File: src/rtl/fetch_pkg.sv
`default_nettype none
// ============================================================================
//  Module   : fetch_pkg
//  Purpose  : Shared types and field constants for the picoMIPS fetch unit
//  Revision : 1.0 - initial release
// ============================================================================
package fetch_pkg;

    // Loader / execution phases of the fetch unit
    typedef enum logic [1:0] {
        LOAD = 2'd0,
        RUN  = 2'd1,
        HALT = 2'd2
    } fetch_state_t;

    // Opcode field occupies the top OPC_W bits of the instruction word
    localparam int OPC_W  = 3;
    // Loader transfers one byte per handshake
    localparam int BYTE_W = 8;

endpackage
`default_nettype wire

File: src/rtl/prog_mem.sv
`default_nettype none
// ============================================================================
//  Module   : prog_mem
//  Purpose  : Program store, synchronous write port, asynchronous read port.
//             Contents are deliberately not reset so a program survives reset.
//  Revision : 1.0 - initial release
// ============================================================================
module prog_mem #(
    parameter int IWIDTH = 16,
    parameter int PSIZE  = 5
) (
    input  logic              clk,
    input  logic              we,
    input  logic [PSIZE-1:0]  waddr,
    input  logic [IWIDTH-1:0] wdata,
    input  logic [PSIZE-1:0]  raddr,
    output logic [IWIDTH-1:0] rdata
);

    logic [IWIDTH-1:0] mem_q [2**PSIZE];

    // Write port: one word per cycle from the boot loader
    always_ff @(posedge clk) begin
        if (we) begin
            mem_q[waddr] <= wdata;
        end
    end

    assign rdata = mem_q[raddr];

endmodule
`default_nettype wire

File: src/rtl/prog_fetch.sv
`default_nettype none
// ============================================================================
//  Module   : prog_fetch
//  Purpose  : Instruction supply for picoMIPS: byte-serial boot loader,
//             program memory, program counter and branch/halt handling.
//  Revision : 1.0 - initial release
// ============================================================================
module prog_fetch
    import fetch_pkg::*;
#(
    parameter int IWIDTH = 16,
    parameter int PSIZE  = 5,
    parameter int OFFW   = 8
) (
    input  logic              clk,
    input  logic              reset,
    input  logic              ld_valid,
    input  logic [7:0]        ld_data,
    input  logic              ld_last,
    output logic              ld_ready,
    input  logic              PCincr,
    input  logic              PCrelbranch,
    output logic [IWIDTH-1:0] instr,
    output logic [OPC_W-1:0]  opcode,
    output logic [PSIZE-1:0]  pc,
    output logic              exec_en,
    output logic              halted
);

    localparam int NBYTES = IWIDTH / BYTE_W;
    localparam int CNT_W  = (NBYTES > 1) ? $clog2(NBYTES) : 1;
    localparam int SW     = (PSIZE > OFFW) ? PSIZE : OFFW;
    localparam logic [CNT_W-1:0] C_LAST_CNT = CNT_W'(NBYTES - 1);
    localparam logic [PSIZE-1:0] C_TOP_ADDR = '1;

    fetch_state_t      state_q, state_d;
    logic [PSIZE-1:0]  pc_q, pc_d;
    logic [PSIZE-1:0]  load_addr_q, load_addr_d;
    logic [CNT_W-1:0]  byte_cnt_q, byte_cnt_d;
    logic [IWIDTH-1:0] shift_q, shift_d;

    logic [IWIDTH-1:0] w_shift_next;
    logic [CNT_W-1:0]  w_pad_bytes;
    logic [IWIDTH-1:0] w_commit_word;
    logic              w_commit;
    logic [OFFW-1:0]   w_offset;

    // Incoming byte enters at the bottom; a short final word is left-justified
    // by shifting in as many zero bytes as are still missing.
    assign w_shift_next  = (shift_q << BYTE_W) | IWIDTH'(ld_data);
    assign w_pad_bytes   = C_LAST_CNT - byte_cnt_q;
    assign w_commit_word = w_shift_next << {w_pad_bytes, 3'b000};
    assign w_offset      = instr[OFFW-1:0];

    // Loader FSM, byte assembler and PC next-state
    always_comb begin
        state_d     = state_q;
        pc_d        = pc_q;
        load_addr_d = load_addr_q;
        byte_cnt_d  = byte_cnt_q;
        shift_d     = shift_q;
        w_commit    = 1'b0;
        case (state_q)
            LOAD: begin
                if (ld_valid) begin
                    if ((byte_cnt_q == C_LAST_CNT) || ld_last) begin
                        w_commit    = 1'b1;
                        load_addr_d = load_addr_q + 1'b1;
                        byte_cnt_d  = '0;
                        shift_d     = '0;
                        // Explicit end of program, or the last slot was just filled
                        if (ld_last || (load_addr_q == C_TOP_ADDR)) begin
                            state_d = RUN;
                            pc_d    = '0;
                        end
                    end else begin
                        byte_cnt_d = byte_cnt_q + 1'b1;
                        shift_d    = w_shift_next;
                    end
                end
            end
            RUN: begin
                if (PCrelbranch) begin
                    // Branch-to-self is the halt idiom: freeze instead of spinning
                    if (w_offset == '0) begin
                        state_d = HALT;
                    end else begin
                        pc_d = pc_q + PSIZE'(SW'($signed(w_offset)));
                    end
                end else if (PCincr) begin
                    pc_d = pc_q + 1'b1;
                end
            end
            HALT: begin
                state_d = HALT;
            end
            default: begin
                state_d = LOAD;
            end
        endcase
    end

    // State registers with synchronous reset; program memory is not touched here
    always_ff @(posedge clk) begin
        if (reset) begin
            state_q     <= LOAD;
            pc_q        <= '0;
            load_addr_q <= '0;
            byte_cnt_q  <= '0;
            shift_q     <= '0;
        end else begin
            state_q     <= state_d;
            pc_q        <= pc_d;
            load_addr_q <= load_addr_d;
            byte_cnt_q  <= byte_cnt_d;
            shift_q     <= shift_d;
        end
    end

    // A word completing in the reset cycle belongs to the aborted load
    prog_mem #(
        .IWIDTH (IWIDTH),
        .PSIZE  (PSIZE)
    ) u_prog_mem (
        .clk   (clk),
        .we    (w_commit && !reset),
        .waddr (load_addr_q),
        .wdata (w_commit_word),
        .raddr (pc_q),
        .rdata (instr)
    );

    assign opcode   = instr[IWIDTH-1 -: OPC_W];
    assign pc       = pc_q;
    assign ld_ready = (state_q == LOAD);
    assign exec_en  = (state_q == RUN);
    assign halted   = (state_q == HALT);

endmodule
`default_nettype wire
File: config.mk
export PLATFORM = sky130hd
export DESIGN_NAME = prog_fetch
export DESIGN_NICKNAME = d
export VERILOG_FILES = /design/src/rtl/fetch_pkg.sv /design/src/rtl/prog_mem.sv /design/src/rtl/prog_fetch.sv
export SDC_FILE = /design/constraint.sdc
export NUM_CORES = 1
export LEC_CHECK = 0
export CORE_MARGIN = 2
export CORE_UTILIZATION = 62
export DETAILED_ROUTE_END_ITERATION = 8
export MAX_ROUTING_LAYER = met4
export PLACE_DENSITY_LB_ADDON = 0.08
export REMOVE_ABC_BUFFERS = 1
export SLEW_MARGIN = 20
export SYNTH_ARGS = -nofsm -noshare
export SYNTH_HDL_FRONTEND = slang
export SYNTH_HIERARCHICAL = 1
export SYNTH_SLANG_ARGS = --single-unit
File: constraint.sdc
create_clock -name clk -period 3.78 [get_ports clk]
set_input_delay 0.945 -clock clk [delete_from_list [all_inputs] [get_ports clk]]
set_output_delay 0.945 -clock clk [all_outputs]
set_load 0.01 [all_outputs]
* Word-level counts from Yosys, hierarchy flattened *
Memories as Yosys holds them, arrays and structs flattened. A register that Yosys moved wholly into a read port is not among the register bits.
Index checks and enable logic that the tools add are counted.

word-level totals
  word-level logic and storage cells = 56
  latch bits = 0
  bits in read-only memories = 0
  input bits = 14
  register bits after elaboration = 21
  memories = 1
  memory bits (writable) = 512

cells by class
  div/mod/pow operators = 0
  add/subtract/negate cells = 5
  magnitude comparators = 0
  shift operators = 1
  reduce and logical (&&, ||, !) cells = 11
  equal/unequal tests = 10
  muxes and demuxes = 22
  bitwise logic cells = 1
  $mul = 0

memories
  name              depth  bits a word  read ports  clocked after Yosys merged registers in  write ports  line            text
  u_prog_mem.mem_q  32     16           1           1                                        1            prog_mem.sv:20  logic [IWIDTH-1:0] mem_q [2**PSIZE];

operators by type and width
  cell                   number
  $mux W5                8
  $or A16 B8 Y16         1
  $shl A16 B4 Y16        1
  $add A5 B1 Y5 const B  2
  $mux W2                5
  $pmux W5 S2            1
  $logic_not A8 Y1       1
  $mux W8                1
  $mux W1                6
  $ne A2 B1 Y1 const B   3
  $ne A3 B3 Y1 const B   2
  $pmux W2 S3            1
  $reduce_and A6 Y1      1
  $add A5 B5 Y5          1
  $eq A5 B5 Y1 const B   1
  $reduce_and A5 Y1      1
  $ne A2 B2 Y1 const B   2
  $reduce_and A3 Y1      1
  $eq A2 B1 Y1 const B   1
  $eq A2 B2 Y1 const B   1
  $logic_not A2 Y1       1
  $logic_or A1 B1 Y1     2
  $reduce_and A2 Y1      1
  $reduce_bool A2 Y1     1
  4 further kinds        4

* Longest topological paths before layout *
  depth after elaboration = 8
  mapped depth = 17

* Cells and area by module *
The synthesis kept the hierarchy.

by module, submodules not included
  module      cells an instance  sequential area each (µm²)  instances  area each (µm²)
  prog_mem    1127               15374.7                     1          20215.6
  prog_fetch  149                420.4                       1          1310.0

* Worst setup path after synthesis *
Ideal clock, no wire load.

  path kind = input-to-reg
  start = input port reset
  end = memory u_prog_mem.mem_q[28][0] (enable)
  data arrival time = 2.878 ns
  setup time = 0.388 ns
  stages = 6
  path slack = 0.513 ns
  cell sequence = clkbuf_1 clkbuf_1 nor2_1 or3b_2 clkbuf_1 nor2_1

between the ends
  longest elaborated chain between the ends = 4

ends and longest elaborated chain
  item                           line               text
  start: declaration             prog_fetch.sv:16   input logic reset,
  $logic_not A1 Y1               prog_fetch.sv:126  .we (w_commit && !reset),
  $logic_and A1 B1 Y1            prog_fetch.sv:126
  $mux W1                        prog_mem.sv:24     if (we) begin
  $mux W1 (implied by the code)  prog_mem.sv:25     mem_q[waddr] <= wdata;
  end: declaration               prog_mem.sv:20

No other way between the ends.

==> impl_results.rst <==
.. list-table::
   :header-rows: 1

   * - Metric
     - Value
   * - CTS H-tree lvls
     - 2
   * - Post-synthesis sequential area ratio
     - 0.7338
   * - Switching power
     - 3754 µW
   * - Number of max-capacitance violations reported
     - 0
   * - DRC violation count after routing
     - 0
   * - Combinational share of power
     - 0.200
   * - Failing checks
     - negative setup slack
   * - Fraction of power consumed by sequential logic
     - 0.467
   * - Core footprint
     - 34370 µm²
   * - Post-Syn Area per Cell
     - 16.87 µm²
   * - Hold Path Class
     - reg -> reg
   * - Number of synthesized register bits
     - 533
   * - Leading post-synthesis cells by cell area
     - sky130_fd_sc_hd__edfxtp_1, sky130_fd_sc_hd__mux2i_1, sky130_fd_sc_hd__a22oi_1
   * - Slew at the pin closest to its max-slew limit
     - 868.2 ps
   * - Final critical path time including I/O delays and setup
     - 3780 ps
   * - Distinct cell type count of the synthesized netlist
     - 50
   * - Die area
     - 36230 µm²
   * - RePlAce Congestion
     - 0.9003
   * - Data arrival time at the worst-slack endpoint
     - 2840 ps
   * - Routed vias
     - 12090
   * - Global route total overflow
     - 0
   * - Dpl cell area
     - 22880 µm²
   * - Power density over the cells
     - 571.4 nW/µm²
   * - HPWL Detailed
     - 31.18 mm
   * - Post-CTS Hold Buffers
     - 0
   * - Initial core utilization
     - 0.6262
   * - Unrepaired setup endpoints after global routing
     - yes
   * - Global-route wire length before repair
     - 74.89 mm
   * - Post-Layout Cell Count
     - 1914
   * - Clock Skews
     - 8.753 ps
   * - Sink Count
     - 533
   * - Clock network power share
     - 0.333
   * - Startpoint types
     - flip-flop
   * - Layout net count
     - 1448
   * - Sw Share
     - 0.2609
   * - Family of cells with the greatest summed delay on the critical path
     - buffers and inverters
   * - Count of input and output buffers
     - 40
   * - Leading area contributor after synthesis
     - sky130_fd_sc_hd__edfxtp_1
   * - Internal power component
     - 10630 µW
   * - CP Max Fanout
     - 13
   * - Leak pwr
     - 0.008068 µW
   * - Mapped Area
     - 21530 µm²
   * - Fraction of post-synthesis cell area in the top cell type by area
     - 0.7143
   * - Worst ir drop on vdd
     - 469.6 µV
   * - Number of fill cells
     - 2144
   * - Worst skew pair latency
     - 560 ps
   * - CTS tree
     - built
   * - Top-level I/O count
     - 41
   * - Count of synthesis-stage warnings from yosys
     - 6
   * - Setup slack after layout
     - -0.3990 ps
   * - Antenna-violating nets left
     - 0
   * - Die X-Extent
     - 190.3 µm
   * - TritonCTS buffer count
     - 51
   * - Kind of critical path
     - reg -> out
   * - Post-route clock period utilization
     - 1.000
   * - Number of antenna diodes
     - 0
   * - Height of the die
     - 190.3 µm
   * - WP buf/inv
     - 3
   * - Share of layout cells above drive strength 1
     - 0.1878
   * - Rows
     - 68
   * - Total GRT Usage
     - 0.2934
   * - Max-slew headroom at the worst pin
     - 0.4212
   * - Iter 0 DRT Violations
     - 1330
   * - Vias per inst
     - 6.316
   * - Overall routed net length
     - 51.49 mm
   * - First-pass iteration count of the detailed router
     - 7
   * - Clk buf depth
     - 3
   * - Largest stage delay on the critical path
     - 560 ps
   * - Result of the run
     - finished, violations left
   * - Cell mode on critical path
     - sky130_fd_sc_hd__buf_12
   * - Max-slew violation count
     - 0
   * - Area growth from synthesis to layout
     - 16.97%
   * - Clk pin slew, worst setup/hold paths
     - 60 ps
   * - Final design area excluding fillers
     - 25180 µm²
   * - Slowest cell on crit path
     - sky130_fd_sc_hd__clkdlybuf4s50_1
   * - Required time of the critical path
     - 2830 ps
   * - CP endpoint kind
     - output pin
   * - Cells after Synth
     - 1276
   * - Number of placed instances, taps included
     - 1796
   * - Via count of the first global-routing pass
     - 11700
   * - Initial antenna violation count
     - 0
   * - CTS root buf
     - sky130_fd_sc_hd__clkbuf_16
   * - Fmax
     - 0.2645 GHz
   * - Detailed-route wire length per cell
     - 26.90 µm
   * - Setup-violating endpoint count in the final report
     - 1
   * - Cells along the critical path
     - buf_12, buf_12, mux2i_1, a22oi_1, a31oi_2, nand3_1, clkdlybuf4s50_1
   * - Pin count of the biggest net entering global routing
     - 49
   * - Final Hold Viols
     - 0
==> flip-flops by register name (all words and copies together), names as in the netlist <==
name              flops
state_q               2
byte_cnt_q            1
shift_q               8
pc                    5
load_addr_q           5
u_prog_mem/mem_q    512
==> power groups by stage <==
stage | clock, µW | sequential, µW | combinational, µW
after floorplan | 0 | 7030 | 1710
after global placement | 0 | 6830 | 2540
after detailed placement | 0 | 6840 | 2560
after CTS | 4840 | 6710 | 2750
after global routing | 5060 | 6720 | 3020
final | 4790 | 6710 | 2880
==> routing by layer <==
| metal | GRT usage | wire, µm |
|---|---|---|
| met1 | 0.4308 | 21450 |
| met2 | 0.4358 | 24100 |
| met3 | 0.04435 | 4813 |
| met4 | 0.08050 | 1125 |
| met5 | - | 0 |
==> timing repair <==
action,4_1_cts,5_1_grt
gates cloned,2,3
pin swaps,5,10
gates resized for setup,47,34
setup buffers,9,15
hold endpoints to repair,0,0
setup endpoints to repair,19,16
==> synthesized netlist by cell type (all sizes together) <==
cell type	number
a22oi	72
nand3b	5
ha	10
o21a	1
nand3	37
a32o	1
mux2	8
nor2b	2
a21o	1
buf	60
a22o	33
edfxtp	512
xor2	2
fa	1
and2	11
nor4	1
o31ai	1
a21oi	38
and3	2
o21ba	2
clkbuf	16
o21ai	1
nand2b	3
nand2	46
dfxtp	21
inv	6
or3b	3
xnor2	4
or2b	2
nand4	17
or3	3
nor2	56
or4	1
a31oi	18
or2	2
mux2i	258
nor3	19
==> placed cells by master, fill, tap and decap left out, types with 11 or more instances in the layout <==
master                            count
sky130_fd_sc_hd__a21oi_1             35
sky130_fd_sc_hd__a22o_1              33
sky130_fd_sc_hd__a22oi_1             70
sky130_fd_sc_hd__a31oi_2             12
sky130_fd_sc_hd__buf_12              18
sky130_fd_sc_hd__buf_4               99
sky130_fd_sc_hd__clkbuf_1            16
sky130_fd_sc_hd__clkbuf_16           56
sky130_fd_sc_hd__clkdlybuf4s50_1     29
sky130_fd_sc_hd__dfxtp_1             18
sky130_fd_sc_hd__edfxtp_1           512
sky130_fd_sc_hd__mux2i_1            247
sky130_fd_sc_hd__nand2_1             46
sky130_fd_sc_hd__nand3_1             21
sky130_fd_sc_hd__nand3_2             16
sky130_fd_sc_hd__nand4_1             17
sky130_fd_sc_hd__nor2_1              54
sky130_fd_sc_hd__nor3_1              11
==> worst min-delay path, stage by stage (launching register included) <==
cell,delay [ps]
sky130_fd_sc_hd__dfxtp_1,330
sky130_fd_sc_hd__a22oi_1,80
sky130_fd_sc_hd__nor2_1,80
==> stage by stage <==
stage	util	hold WS (ps)	worst slack (ps)	setup TNS [ps]	total power, µW
2_1_floorplan	-	471.3	-7532	-186490	8743
3_3_place_gp	0.6656	484.6	278.8	0	9370
3_5_place_dp	0.6656	507.2	228.0	0	9396
4_1_cts	0.7219	519.0	-10.65	-10.69	14310
5_1_grt	0.7325	542.9	-46.59	-66.61	14790
6_report	0.7325	519.1	-0.3990	-0.3990	14390
==> path summary, 6_finish.rpt <==
kind              start          to  cells past startpoint  slack (ps)
min          shift_q[1]  shift_q[1]                      2         520
min reg2reg  shift_q[1]  shift_q[1]                      2         520
max reg2reg       pc[1]       pc[1]                     12         390
max               pc[0]   instr[12]                      7        -0.4
==> logic make-up (layout without fill, tap and decap cells) <==
kind of cell	after synthesis	in the layout	share of synthesized area
flops	533	533	0.7338
mux	266	266	0.1242
simple gates	210	210	0.04830
compound gates	168	168	0.05592
buf+inv	82	265	0.02866
fa+ha+maj	11	11	0.006743
xor+xnor	6	6	0.002441
==> cell type report <==
type / count / area, µm² / area share
clock inverters: 20 / 171.4 / 0.006808
multi-input cells: 661 / 5438 / 0.2160
clock buffers: 69 / 1386 / 0.05506
repair buffers: 170 / 1790 / 0.07111
well taps: 455 / 569.3 / 0.02261
inverters: 6 / 22.52 / 0.0008945
flip-flops and latches: 533 / 15800 / 0.6276
Note: power is estimated with default switching activity, not from simulation.
